$ cat config.mk
export PLATFORM = sky130hd
export DESIGN_NAME = mem_stage_flat
export DESIGN_NICKNAME = d
export VERILOG_FILES = /design/src/rtl/pipeline_defs.sv /design/src/rtl/mem_stage_if.sv /design/src/rtl/mem_wb_reg.sv /design/src/rtl/mem_stage.sv /design/src/flat_wrapper.sv
export SDC_FILE = /design/constraint.sdc
export NUM_CORES = 1
export LEC_CHECK = 0
export BUFFER_PORTS_ARGS = -buffer_cell sky130_fd_sc_hd__clkbuf_2
export CORE_AREA = 5 5 94 96
export CTS_BUF_LIST = sky130_fd_sc_hd__clkbuf_4
export DETAILED_ROUTE_END_ITERATION = 16
export DIE_AREA = 0 0 99 101
export GPL_TIMING_DRIVEN = 0
export MAX_ROUTING_LAYER = met4
export PLACE_DENSITY_LB_ADDON = 0.12
export SLEW_MARGIN = 20
export SYNTH_ARGS = -nofsm -noshare
export SYNTH_HDL_FRONTEND = slang
export SYNTH_SLANG_ARGS = --single-unit
$ cat constraint.sdc
create_clock -name clk -period 3.5 [get_ports clk]
set_input_delay 0.35 -clock clk [delete_from_list [all_inputs] [get_ports clk]]
set_output_delay 0.35 -clock clk [all_outputs]
set_load 0.03 [all_outputs]
$ cat src/rtl/pipeline_defs.sv
// Shared pipeline definitions: control-bit positions, FSM encoding, datapath widths.
package pipeline_defs;

  localparam int unsigned WORD_W = 32;
  localparam int unsigned REG_W  = 5;
  localparam int unsigned CTRL_W = 2;

  // Bit positions inside WB = {RegWrite, MemtoReg} and M = {MemRead, MemWrite}
  localparam bit [0:0] REGWRITE = 1'b1;
  localparam bit [0:0] MEMTOREG = 1'b0;
  localparam bit [0:0] MEMREAD  = 1'b1;
  localparam bit [0:0] MEMWRITE = 1'b0;

  typedef enum logic [0:0] {
    ST_IDLE    = 1'b0,
    ST_WAIT_RD = 1'b1
  } mem_state_t;

endpackage

$ cat src/rtl/mem_stage_if.sv
// Data-memory request/response bus between the MEM stage and the memory.
interface mem_stage_if;
  import pipeline_defs::*;

  logic              dm_req;
  logic              dm_we;
  logic [WORD_W-1:0] dm_addr;
  logic [WORD_W-1:0] dm_wdata;
  logic              dm_ready;
  logic              dm_rvalid;
  logic [WORD_W-1:0] dm_rdata;

  modport master (
    output dm_req, dm_we, dm_addr, dm_wdata,
    input  dm_ready, dm_rvalid, dm_rdata
  );

  modport slave (
    input  dm_req, dm_we, dm_addr, dm_wdata,
    output dm_ready, dm_rvalid, dm_rdata
  );
endinterface

$ cat src/rtl/mem_wb_reg.sv
// MEM/WB pipeline register: loads a new entry, inserts a bubble, or holds.
module mem_wb_reg
  import pipeline_defs::*;
(
  input  logic              clk,
  input  logic              rst,
  input  logic              load,
  input  logic              bubble,
  input  logic [CTRL_W-1:0] wb_in,
  input  logic [WORD_W-1:0] rdata_in,
  input  logic [WORD_W-1:0] alu_in,
  input  logic [REG_W-1:0]  reg_in,
  output logic [CTRL_W-1:0] wb_q,
  output logic [WORD_W-1:0] rdata_q,
  output logic [WORD_W-1:0] alu_q,
  output logic [REG_W-1:0]  reg_q
);

  // Bubble wins over load so a stalled instruction never writes back twice.
  always_ff @(posedge clk) begin
    if (rst || bubble) begin
      wb_q    <= '0;
      rdata_q <= '0;
      alu_q   <= '0;
      reg_q   <= '0;
    end else if (load) begin
      wb_q    <= wb_in;
      rdata_q <= rdata_in;
      alu_q   <= alu_in;
      reg_q   <= reg_in;
    end
  end

endmodule

$ cat src/rtl/mem_stage.sv
// MEM pipeline stage: issues data-memory requests, stalls until completion,
// flags illegal/misaligned accesses and feeds the MEM/WB register.
module mem_stage
  import pipeline_defs::*;
#(
  parameter bit ALIGN_CHECK = 1'b1
) (
  input  logic              clk,
  input  logic              rst,
  input  logic [CTRL_W-1:0] WB,
  input  logic [CTRL_W-1:0] M,
  input  logic [WORD_W-1:0] ALU_out,
  input  logic [WORD_W-1:0] Wdata,
  input  logic [REG_W-1:0]  writeReg,
  mem_stage_if.master       dm,
  output logic              stall,
  output logic              mem_err,
  output logic [CTRL_W-1:0] WB_ctrl,
  output logic [WORD_W-1:0] WB_rdata,
  output logic [WORD_W-1:0] WB_ALU_out,
  output logic [REG_W-1:0]  WB_writeReg
);

  mem_state_t        state;
  logic              is_mem;
  logic              misaligned;
  logic              illegal;
  logic              legal_mem;
  logic              store_done;
  logic              load_done;
  logic              done;
  logic              wb_load;
  logic [CTRL_W-1:0] wb_in;
  logic [WORD_W-1:0] rdata_in;

  // Access classification; M=11 is never a valid encoding.
  assign is_mem     = (M != 2'b00);
  assign misaligned = ALIGN_CHECK && (ALU_out[1:0] != 2'b00);
  assign illegal    = (M == 2'b11) || (is_mem && misaligned);
  assign legal_mem  = is_mem && !illegal;

  // Request is offered only while idle; held until the memory accepts it.
  assign dm.dm_req   = !rst && (state == ST_IDLE) && legal_mem;
  assign dm.dm_we    = M[MEMWRITE];
  assign dm.dm_addr  = ALU_out;
  assign dm.dm_wdata = Wdata;

  // Stores complete on acceptance; loads complete on returned data.
  assign store_done = (state == ST_IDLE) && legal_mem && M[MEMWRITE] && dm.dm_ready;
  assign load_done  = (state == ST_WAIT_RD) && dm.dm_rvalid;
  assign done       = store_done || load_done;

  assign stall = !rst && legal_mem && !done;

  // Non-memory ops and completed accesses advance; everything else is a bubble.
  assign wb_load  = !is_mem || (legal_mem && done);
  assign wb_in    = {WB[REGWRITE], WB[MEMTOREG]};
  assign rdata_in = load_done ? dm.dm_rdata : '0;

  // Load-wait FSM and registered error pulse.
  always_ff @(posedge clk) begin
    if (rst) begin
      state   <= ST_IDLE;
      mem_err <= 1'b0;
    end else begin
      mem_err <= illegal;
      case (state)
        ST_IDLE:
          if (dm.dm_req && dm.dm_ready && !dm.dm_we) state <= ST_WAIT_RD;
        ST_WAIT_RD:
          if (dm.dm_rvalid) state <= ST_IDLE;
        default:
          state <= ST_IDLE;
      endcase
    end
  end

  mem_wb_reg u_mem_wb_reg (
    .clk      (clk),
    .rst      (rst),
    .load     (wb_load),
    .bubble   (!wb_load),
    .wb_in    (wb_in),
    .rdata_in (rdata_in),
    .alu_in   (ALU_out),
    .reg_in   (writeReg),
    .wb_q     (WB_ctrl),
    .rdata_q  (WB_rdata),
    .alu_q    (WB_ALU_out),
    .reg_q    (WB_writeReg)
  );

endmodule

$ cat src/flat_wrapper.sv
// flat-port wrapper written by rule: the top's interface ports become plain ports
module mem_stage_flat import pipeline_defs::*;
#(
  parameter bit ALIGN_CHECK = 1'b1
)
  (clk, rst, WB, M, ALU_out, Wdata, writeReg, stall, mem_err, WB_ctrl, WB_rdata, WB_ALU_out, WB_writeReg, dm_dm_req, dm_dm_we, dm_dm_addr, dm_dm_wdata, dm_dm_ready, dm_dm_rvalid, dm_dm_rdata);
  mem_stage_if dm_i ();
  input  logic clk;
  input  logic rst;
  input  logic [CTRL_W-1:0] WB;
  input  logic [CTRL_W-1:0] M;
  input  logic [WORD_W-1:0] ALU_out;
  input  logic [WORD_W-1:0] Wdata;
  input  logic [REG_W-1:0] writeReg;
  output logic stall;
  output logic mem_err;
  output logic [CTRL_W-1:0] WB_ctrl;
  output logic [WORD_W-1:0] WB_rdata;
  output logic [WORD_W-1:0] WB_ALU_out;
  output logic [REG_W-1:0] WB_writeReg;
  output wire logic [$bits(dm_i.dm_req)-1:0] dm_dm_req;
  output wire logic [$bits(dm_i.dm_we)-1:0] dm_dm_we;
  output wire logic [$bits(dm_i.dm_addr)-1:0] dm_dm_addr;
  output wire logic [$bits(dm_i.dm_wdata)-1:0] dm_dm_wdata;
  input wire logic [$bits(dm_i.dm_ready)-1:0] dm_dm_ready;
  input wire logic [$bits(dm_i.dm_rvalid)-1:0] dm_dm_rvalid;
  input wire logic [$bits(dm_i.dm_rdata)-1:0] dm_dm_rdata;
  assign dm_dm_req = dm_i.dm_req;
  assign dm_dm_we = dm_i.dm_we;
  assign dm_dm_addr = dm_i.dm_addr;
  assign dm_dm_wdata = dm_i.dm_wdata;
  assign dm_i.dm_ready = dm_dm_ready;
  assign dm_i.dm_rvalid = dm_dm_rvalid;
  assign dm_i.dm_rdata = dm_dm_rdata;
  mem_stage #(.ALIGN_CHECK(ALIGN_CHECK)) u_core (.clk(clk), .rst(rst), .WB(WB), .M(M), .ALU_out(ALU_out), .Wdata(Wdata), .writeReg(writeReg), .dm(dm_i), .stall(stall), .mem_err(mem_err), .WB_ctrl(WB_ctrl), .WB_rdata(WB_rdata), .WB_ALU_out(WB_ALU_out), .WB_writeReg(WB_writeReg));
endmodule
# Word level (Yosys, flattened, before mapping)

Index checks and enable logic that the tools add are counted.

Reduce and logical (&&, ||, !) cells: 25
Equality and inequality tests: 1
$mul: 0
Bitwise operators: 1
Mux-type cells: 4
Add/subtract/negate cells: 0
Magnitude comparators: 0
Divide/modulo/power cells: 0
Shift-type cells: 0

Operators with widths:

| operator                                    | number |
|---|---|
| 2-to-1 mux 32 bit                           | 1 |
| logical AND 1 bit                           | 13 |
| zero test 1 bit                             | 6 |
| logical OR 1 bit                            | 4 |
| nonzero test 2 bit                          | 2 |
| equality test 2 bit (second input constant) | 1 |
| 2-to-1 mux 1 bit                            | 2 |
| one-hot mux 1 bit (2 select lines)          | 1 |
| inverter 1 bit                              | 1 |

Latch bits: 0
ROM bits: 0
Input port bits: 109
Register bits after elaboration: 73
Memories kept: 0
Bits in writable memories: 0

# Depth between registers and ports, before layout

Gate-level depths: netlist (run 1).

Depth after elaboration: 13
Depth in mapped cells: 6
Depth with buffers taken out: 3

# By module

A second synthesis (run 1) with hierarchy kept.

Cell total of the unflattened synthesis: 355
Area, all modules: 3,463.3 µm²

Modules (own cells, without submodules):

| module     | cells an instance | times used | area each (µm²) |
|---|---|---|---|
| mem_wb_reg | 230               | 1          | 2,581.2 |
| mem_stage  | 125               | 1          | 882.1 |

# Worst setup path after synthesis (run 1)

Ideal clock, no wire load.

Path kind: input to output
From: input port M[0]
To: output port stall
Cell stages on the path: 4
Buffers on the path: 1
Arrival time: 1.414 ns
Path slack: 1.736 ns
Data required time: 3.150 ns
Path through: buf_6 -> xnor2_1 -> or4_1 -> nor2_1

Word-level cells in the longest chain between the ends: 11
Elaborated cells on any way between the ends: 13

Ends and longest elaborated chain:

| what                           | line               | RTL |
|---|---|---|
| start: declaration             | flat_wrapper.sv:11 | `input logic [CTRL_W-1:0] M;` |
| nonzero test 2 bit             | mem_stage.sv:37    | `assign is_mem = (M != 2'b00);` |
| logical AND 1 bit              | mem_stage.sv:39    | `assign illegal = (M == 2'b11) \|\| (is_mem && misaligned);` |
| logical OR 1 bit               | mem_stage.sv:39    |  |
| zero test 1 bit                | mem_stage.sv:40    | `assign legal_mem = is_mem && !illegal;` |
| logical AND 1 bit              | mem_stage.sv:40    |  |
| logical AND 1 bit (3 in a row) | mem_stage.sv:49    | `assign store_done = (state == ST_IDLE) && legal_mem && M[MEMWRITE] && dm.dm_ready;` |
| logical OR 1 bit               | mem_stage.sv:51    | `assign done = store_done \|\| load_done;` |
| zero test 1 bit                | mem_stage.sv:53    | `assign stall = !rst && legal_mem && !done;` |
| logical AND 1 bit *            | mem_stage.sv:53    |  |
| end: declaration               | flat_wrapper.sv:15 | `output logic stall;` |

Mark *: on every way between the ends. The rest lies on a longest branch, timed or not.

# Worst setup path in the final report (run 1)

From: register u_core.state
To: output port stall

Word-level cells in the longest chain between the ends: 7
Elaborated cells on any way between the ends: 8

Ends and longest elaborated chain:

| what                           | line            | RTL |
|---|---|---|
| start: declaration             | mem_stage.sv:24 | `mem_state_t state;` |
| start signal: assignment       | mem_stage.sv:63 | `state <= ST_IDLE;` |
| start signal: assignment       | mem_stage.sv:69 | `if (dm.dm_req && dm.dm_ready && !dm.dm_we) state <= ST_WAIT_RD;` |
| start signal: assignment       | mem_stage.sv:71 | `if (dm.dm_rvalid) state <= ST_IDLE;` |
| inverter 1 bit                 | mem_stage.sv:49 |  |
| logical AND 1 bit (3 in a row) | mem_stage.sv:49 |  |
| logical OR 1 bit *             | mem_stage.sv:51 |  |
| zero test 1 bit *              | mem_stage.sv:53 |  |
| logical AND 1 bit *            | mem_stage.sv:53 |  |

Marked as above.

==> impl_metrics.tcl, run 1 <==
set metrics [dict create \
    crit_path_end_kind "output pin" \
    synthArstFlopShare_pct 0 \
    clk_latency_ns 0.40 \
    cts_sinks 73 \
    max_cap_violations 0 \
    syn2layout_area_growth_pct 48.4 \
    whs_ns 0.134 \
    die_w_um 99 \
    gp_congestion 0.716 \
    max_freq_ghz 0.524 \
    synth_edf_count 0 \
    slew_violations 0 \
    post-route-util_pct 52.8 \
    cts_repair_resize_count 0 \
    first_iter_violations 23 \
    finalHoldViolCount 0 \
    cellPowerDensity_nw_per_um2 416 \
    num_rows 33 \
    grt_max_degree 15 \
    vias_per_cell 4.01 \
    dp_slack_ns 1.71 \
    setup_ws_ns 1.59 \
    first_global_vias 2239 \
    setup_viol 0 \
    yosysUniqueCellTypes 26 \
    status "finished clean" \
    netlist_area_um2 2840 \
    fillers 773 \
    worstPathRequired_ns 3.15 \
    diodes 0 \
    nets 574 \
    crit_fanout 6 \
    clockRootBuffer "clkbuf_4" \
    cts_tree "yes" \
    fin_crit_sh_pct 54.5 \
    wl_um 7100 \
    die_h_um 101 \
    critical_path_class "flip-flop to output pin" \
    tightest_slew_ns 0.555 \
    start_kind "flip-flop" \
    track_usage_pct 13.7 \
    clk_pin_slew_ns 0.13 \
    drc 0 \
    final_cells 575 \
    syn_avg_cell_area_um2 11.8 \
    rsz0062_at_grt "false" \
    antenna_found_initial 0 \
    ir_worst_vdd_mv 0.219 \
    ant_nets 0 \
    relSlewSlack_pct 62.9 \
    placed_cells 559 \
    drive_gt1_share_pct 72.3 \
    syn_nets 349 \
    dieArea_um2 10000 \
    seq_area_frac_synth_pct 51.5 \
    grt_pass1_wl_um 10300 \
    syn_inst 240 \
    synthFlopType "dfxtp_1" \
    min_path_cells 2 \
    finClkSkew_ns 0.00942 \
    period_needed_ns 1.91 \
    num_vias 2307 \
    drt-wirelength-per-cell_um 12.3 \
    htreeDepth 3 \
    tns_ns 0 \
    hold_class "primary input to flip-flop" \
    postCtsSetupBuffers 0 \
    cts_buffer_depth 2 \
    cp.arrival_ns 1.56 \
    dp_hpwl_um 6040 \
    firstDrtPassIters 4 \
    fin_total_pwr_mw 1.75 \
    core-area_um2 7970 \
    final_area_um2 4210 \
    io_buffers 214 \
    numCtsBuffers 9 \
    synth-seq-cells 73 \
    hold_buffers 0 \
    gr-total-overflow 0 \
    yosys_warnings 0 \
    placedInstanceArea_um2 4040 \
    rr_worst_depth 4 \
    ios 248 \
    initial_core_util_pct 35.6 \
    power.static_leakage_nw 2.19 \
]
## state kept, by name (all words and copies together) (netlist names)
name,count
u_core.mem_err,1
u_core.u_mem_wb_reg.wb_q,2
u_core.u_mem_wb_reg.rdata_q,32
u_core.state,1
u_core.u_mem_wb_reg.alu_q,32
u_core.u_mem_wb_reg.reg_q,5
## critical path, stage by stage, from the launching register on
cell      delay (ns)
dfxtp_1         0.40
nor4b_4         0.33
a32o_1          0.22
nor2_1          0.04
clkbuf_2        0.17
## cell type report
type	count	area (µm²)	area share (%)
inverter	2	7.51	0.178
clock inverter	7	101	2.41
buffer	76	574	13.7
multi-input combinational	89	792	18.8
sequential	73	1460	34.7
clock buffer	9	67.6	1.61
timing repair buffer	214	1070	25.5
tap	105	131	3.12
## path summary, 6_finish.rpt
check	startpoint	endpoint	slack, ns
setup / recovery	u_core.state	stall	1.59
hold / removal	dm_dm_rdata[18]	u_core.u_mem_wb_reg.rdata_q[18]	0.13
setup reg to reg	u_core.state	u_core.u_mem_wb_reg.alu_q[20]	1.82
hold reg to reg	u_core.state	u_core.state	0.60
## cells by family (layout without fill, tap and decap cells)
group	after synthesis	in the layout	synth area share, %
AND/OR/NAND/NOR	80	80	25.0
buffers and inverters	78	308	20.5
flip-flops	73	73	51.5
AO/OA/AOI/OAI	8	8	2.60
XOR/XNOR	1	1	0.309
## cell usage after synthesis, types with 2 or more instances
| library cell | number | area [µm²] |
|---|---|---|
| clkbuf_2 | 3 | 15.0 |
| nor3b_2 | 30 | 375 |
| buf_2 | 3 | 15.0 |
| nor2_1 | 3 | 11.3 |
| nor3b_1 | 7 | 52.6 |
| buf_6 | 5 | 56.3 |
| inv_1 | 2 | 7.51 |
| dfxtp_1 | 73 | 1460 |
| buf_4 | 65 | 488 |
| and2_1 | 33 | 206 |
## power by group
group	leakage (nW)	switching, mW	internal, mW
clock network	0.0831	0.304	0.295
registers	0.590	0.00263	0.840
logic	1.51	0.177	0.132
total	2.19	0.483	1.27
## metal layers
metal | up-vias | wire length (µm) | GRT usage (%)
li1 | 1164 | - | -
met1 | 1002 | 2530 | 14.0
met2 | 134 | 3550 | 22.5
met3 | 7 | 936 | 6.71
met4 | 0 | 82 | 5.99
met5 | - | 0 | -
## cell usage in the layout, fill, tap and decap left out, types with 3 or more instances in the layout
master    netlist  routed
buf_2           3       3
and2_1         33      33
buf_4          65      65
nor3b_2        30      30
nor3b_1         7       7
clkbuf_2        3     217
nor2_1          3       3
dfxtp_1        73      73
clkbuf_4        0       9
buf_6           5       5
Power figures use the tool's default switching activity.
==> inputs of run 2 (changes only) <==
ABC_AREA = 1   (was unset)
CORE_AREA = unset   (was 5 5 94 96)
CORE_MARGIN = 5   (was unset)
CORE_UTILIZATION = 34   (was unset)
DIE_AREA = unset   (was 0 0 99 101)
clock period = 1.6 ns   (was 3.5 ns; I/O delays follow)
==> impl_metrics.tcl, run 2 <==
set metrics [dict create \
    grt_max_degree 13 \
    syn_nets 422 \
    pwr-share-comb_pct 22.2 \
    path_cells "dlygate4sd3_1, clkbuf_2, nor2_2, nand2_1, nor2_1, buf_2" \
    status "finished clean" \
    drive_gt1_share_pct 49.4 \
    numCtsBuffers 9 \
    yosys_warnings 0 \
    tightest_slew_ns 0.451 \
    fin_crit_sh_pct 93.6 \
    post-route-util_pct 61.8 \
    wl_met1_um 3020 \
    slowest_stage "dlygate4sd3_1" \
    core-area_um2 7690 \
    relSlewSlack_pct 70.0 \
    die_w_um 98.8 \
    initial_core_util_pct 34.9 \
    hold_class "primary input to flip-flop" \
    placed_cells 630 \
    gp_congestion 0.814 \
    firstDrtPassIters 4 \
    period_needed_ns 1.50 \
    synth_area_leaders "dfxtp_1 55%, buf_4 18%, nor2_1 11%" \
    dieArea_um2 9760 \
    seq_area_frac_synth_pct 54.5 \
    ant_nets 0 \
    final_area_um2 4750 \
    dp_hpwl_um 6420 \
    syn_avg_cell_area_um2 8.57 \
    clk_pin_slew_ns 0.10 \
    synth-seq-cells 73 \
    dr_wl_met3_um 929 \
    synth_area_leader_cell "dfxtp_1" \
    dp_slack_ns 0.274 \
    fin_total_pwr_mw 3.78 \
    antenna_found_initial 0 \
    tns_ns 0 \
    synth_edf_count 0 \
    synthArstFlopShare_pct 0 \
    grt_pass1_wl_um 13800 \
    setup_ws_ns 0.103 \
    start_kind "primary input" \
    drc 0 \
    layout_commonest_cell "clkbuf_2" \
    cts_sinks 73 \
    final_cells 719 \
    whs_ns 0.145 \
    gr-total-overflow 0 \
    power.static_leakage_nw 2.64 \
    finalHoldViolCount 0 \
    swShare_pct 28.4 \
    clockRootBuffer "clkbuf_4" \
    synth_common_cells "77 x nor2_1, 73 x dfxtp_1, 65 x buf_4, 43 x inv_1, 36 x nand2_1" \
    synth_top_area_share_pct 54.5 \
    syn2layout_area_growth_pct 77.1 \
    setup_viol 0 \
    finClkSkew_ns 0.0101 \
    pwr-share-clk_pct 28.6 \
    layout_common_cells "213 x clkbuf_2, 76 x nor2_1, 73 x dlygate4sd3_1, 73 x dfxtp_1, 65 x buf_4" \
    first_iter_violations 46 \
    placedInstanceArea_um2 3880 \
    nets 721 \
    cts_buffer_depth 2 \
    num_rows 32 \
    highest_layer "met4" \
    cellPowerDensity_nw_per_um2 795 \
    biggestRegsByFlops "u_core.u_mem_wb_reg.alu_q: 32 flops, u_core.u_mem_wb_reg.rdata_q: 32 flops, u_core.u_mem_wb_reg.reg_q: 5 flops" \
    num_vias 2800 \
    htreeDepth 3 \
    slew_violations 0 \
    synthFlopType "dfxtp_1" \
    ir_worst_vdd_mv 0.351 \
    wl_um 8700 \
    fillers 713 \
    track_usage_pct 18.4 \
    cpPeakStageDelay_ns 0.54 \
    cts_tree "yes" \
    die_h_um 98.8 \
    critical_path_class "primary input to output pin" \
    seqPwrFrac_pct 49.2 \
    syn_inst 313 \
    drt-wirelength-per-cell_um 12.1 \
    internal-power_mw 2.70 \
    clk_latency_ns 0.40 \
    rsz0062_at_grt "false" \
    power.switching_mw 1.07 \
    first_global_vias 2921 \
    r2r_slack_ns 0.14 \
    diodes 0 \
    cp.arrival_ns 1.34 \
    crit_path_end_kind "output pin" \
    ios 248 \
    max_cap_violations 0 \
    yosysUniqueCellTypes 14 \
    worstPathRequired_ns 1.44 \
    netlist_area_um2 2680 \
    max_freq_ghz 0.668 \
    io_buffers 215 \
    synth.most_common_cell "nor2_1" \
    vias_per_cell 3.89 \
    dr_wl_met2_um 4570 \
    crit_fanout 4 \
]
-- run 2: changes by cell type in the layout (fill, tap and decap cells not counted), sizes merged, moves of 4 or more --
cell	before	now
nand2	1	36
nor3b	37	0
and2	33	0
clkinv	1	5
inv	4	43
nor2	3	77
dlygate4sd3	0	73
-- run 2: cells by family (layout without fill, tap and decap cells) --
family	count (synthesis)	in the layout	share of synthesized area, %
buffers and inverters	119	423	28.0
and+or+nand+nor	117	117	16.7
DFF	73	73	54.5
AOI/OAI and AO/OA	4	4	0.840
-- run 2: final timing paths --
check                                                 endpoint  cells past startpoint          from
worst min register to register  u_core.u_mem_wb_reg.rdata_q[2]                      4  u_core.state
worst max register to register                    u_core.state                      4  u_core.state
worst max-delay path                                 dm_dm_req                      6           rst
worst min-delay path                            u_core.mem_err                      3          M[1]
-- run 2: metal layers --
layer	global-route usage, %	vias up
li1	-	1434
met1	18.3	1193
met2	33.2	156
met3	5.66	17
met4	7.77	0
met5	-	-
-- run 2: critical path, delay by kind of cell --
kind	cells	cell delay, ns
buffers and inverters	3	0.89
and+or+nand+nor	3	0.29
-- run 2: cell type report --
class,instances,area [µm²],area share (%)
timing repair buffer,288,1810,38.1
sequential,73,1460,30.8
buffer,76,589,12.4
multi-input combinational,121,472,9.93
inverter,43,161,3.40
tap,102,128,2.69
clock buffer,9,67.6,1.42
clock inverter,7,61.3,1.29
-- run 2: repair_timing --
item | in CTS | in global routing
resized for setup | 0 | 5
setup endpoints to repair | 0 | 2
buffers inserted | 0 | 0
hold endpoints to repair | 73 | 0
hold buffers | 73 | 0
-- run 2: power by group through the flow --
| stage | clock network (mW) | registers (mW) | logic, mW |
|---|---|---|---|
| final | 1.08 | 1.86 | 0.838 |
| after global routing | 1.21 | 1.86 | 0.900 |
| after CTS | 1.14 | 1.86 | 0.840 |
| after detailed placement | 0 | 1.90 | 0.697 |
| after global placement | 0 | 1.90 | 0.693 |
| after floorplan | 0 | 1.97 | 0.388 |
==> inputs of run 3 (changes only) <==
CORE_AREA = 2 2 95 97   (was unset)
CORE_MARGIN = unset   (was 5)
CORE_UTILIZATION = unset   (was 34)
CTS_CLUSTER_SIZE = 10   (was unset)
DIE_AREA = 0 0 97 99   (was unset)
==> impl_metrics.tcl, run 3 (synthesis results as in run 2) <==
set metrics [dict create \
    rsz0062_at_grt "false" \
    layout_commonest_cell "clkbuf_2" \
    ios 248 \
    whs_ns 0.0385 \
    num_rows 34 \
    path_cells "dlygate4sd3_1, clkbuf_2, nor2_2, nand2_1, nor2_1, buf_4" \
    diodes 0 \
    period_needed_ns 1.50 \
    firstDrtPassIters 4 \
    layout_common_cells "213 x clkbuf_2, 76 x nor2_1, 73 x dfxtp_1" \
    clk_pin_slew_ns 0.12 \
    biggestRegsByFlops "u_core.u_mem_wb_reg.alu_q: 32 flops, u_core.u_mem_wb_reg.rdata_q: 32 flops, u_core.u_mem_wb_reg.reg_q: 5 flops" \
    ant_nets 0 \
    core-area_um2 8550 \
    critical_path_class "primary input to output pin" \
    first_iter_violations 35 \
    final_area_um2 4800 \
    worst-path-buf-inv 3 \
    start_kind "primary input" \
    tns_ns 0 \
    crit_fanout 4 \
    r2r_slack_ns 0.33 \
    clockRootBuffer "clkbuf_4" \
    fillers 818 \
    hold_end "u_core.state" \
    crit_path_end_kind "output pin" \
    vias_per_cell 3.85 \
    gp_congestion 0.817 \
    tightest_slew_ns 0.473 \
    syn2layout_area_growth_pct 79.1 \
    cp.arrival_ns 1.34 \
    finClkSkew_ns 0.0108 \
    cts_buffer_depth 2 \
    reg2reg_from "u_core.state" \
    ir_worst_vdd_mv 0.409 \
    min_path_cells 3 \
    setup_viol 0 \
    cpPeakStageDelay_ns 0.54 \
    hold_class "primary input to flip-flop" \
    fin_crit_sh_pct 93.7 \
    postCtsSetupBuffers 0 \
    grt_pass1_wl_um 12500 \
    nets 720 \
    track_usage_pct 16.9 \
    die_w_um 97 \
    antenna_found_initial 0 \
    drt-wirelength-per-cell_um 11.2 \
    relSlewSlack_pct 68.5 \
    drc 0 \
    initial_core_util_pct 31.4 \
    gr-total-overflow 0 \
    numCtsBuffers 9 \
    drive_gt1_share_pct 49.5 \
    dieArea_um2 9600 \
    die_h_um 99 \
    placedInstanceArea_um2 3890 \
    grt_max_degree 13 \
    worstPathRequired_ns 1.44 \
    num_vias 2785 \
    cts_sinks 73 \
    slew_violations 0 \
    htreeDepth 3 \
    cellPowerDensity_nw_per_um2 861 \
    rr_worst_depth 5 \
    max_freq_ghz 0.667 \
    crit_family "buffers and inverters" \
    cts_tree "yes" \
    wl_um 8120 \
    status "finished clean" \
    first_global_vias 2725 \
    r2r-end "u_core.u_mem_wb_reg.rdata_q[29]" \
    holdCritStartpoint "dm_dm_rvalid" \
    io_buffers 215 \
    finalHoldViolCount 0 \
    power.static_leakage_nw 2.66 \
    slowest_stage "dlygate4sd3_1" \
    max_cap_violations 0 \
    clk_latency_ns 0.40 \
    dp_hpwl_um 5880 \
]
==> run 3: area by class of cell <==
type	count	area [µm²]	area share, %
clock inverters	6	106	2.21
multi-input cells	121	472	9.82
clock buffers	10	75.1	1.56
well taps	108	135	2.81
inverters	43	161	3.36
flip-flops and latches	73	1460	30.4
repair buffers	287	1800	37.5
plain buffers	76	589	12.3
==> run 3: timing repair <==
item	4_1_cts	5_1_grt
resized for setup	0	7
endpoints found under the setup margin	0	2
endpoints found under the hold margin	73	0
hold buffers	72	0
==> run 3: routing by layer <==
| layer | GRT usage, % | vias to the layer above | share of wire [%] |
|---|---|---|---|
| met5 | - | - | 0 |
| met4 | 6.18 | 0 | 1.3 |
| met3 | 6.17 | 8 | 9.7 |
| met2 | 31.8 | 153 | 53 |
| met1 | 15.7 | 1183 | 36 |
| li1 | - | 1441 | - |
==> run 3: where the power goes <==
group	internal [mW]	total (mW)	switching, mW
logic	0.394	0.840	0.446
registers	1.85	1.86	0.00881
clock network	0.802	1.43	0.631
==> run 3: worst max-delay path by stage <==
| stage | from | endpoint | slack [ns] | depth (start not counted) |
|---|---|---|---|---|
| finish | rst | stall | 0.10 | 6 |
| CTS | rst | stall | 0.01 | 6 |
| global route | rst | stall | 0.02 | 6 |
| detailed placement | u_core.state | u_core.u_mem_wb_reg.rdata_q[29] | 0.31 | 5 |
| floorplan | u_core.state | stall | 0.50 | 4 |
| global placement | u_core.state | u_core.u_mem_wb_reg.rdata_q[29] | 0.30 | 5 |
==> run 3: metrics by stage <==
stage | setup slack (ns) | std cells | util [%] | total power [mW]
6_report | 0.101 | 724 | 56.2 | 4.13
2_1_floorplan | 0.502 | 313 | - | 2.36
5_1_grt | 0.0165 | 724 | 56.2 | 4.33
4_1_cts | 0.0127 | 724 | 56.1 | 4.18
3_3_place_gp | 0.301 | 636 | 45.5 | 2.60
3_5_place_dp | 0.305 | 636 | 45.5 | 2.60
==> run 3: worst register-to-register path, stage by stage, from the launching register on <==
cell and delay (ns):
dfxtp_1 0.36, nand2_1 0.09, inv_1 0.13, clkbuf_1 0.40
nand2_1 0.09, nor2_1 0.12
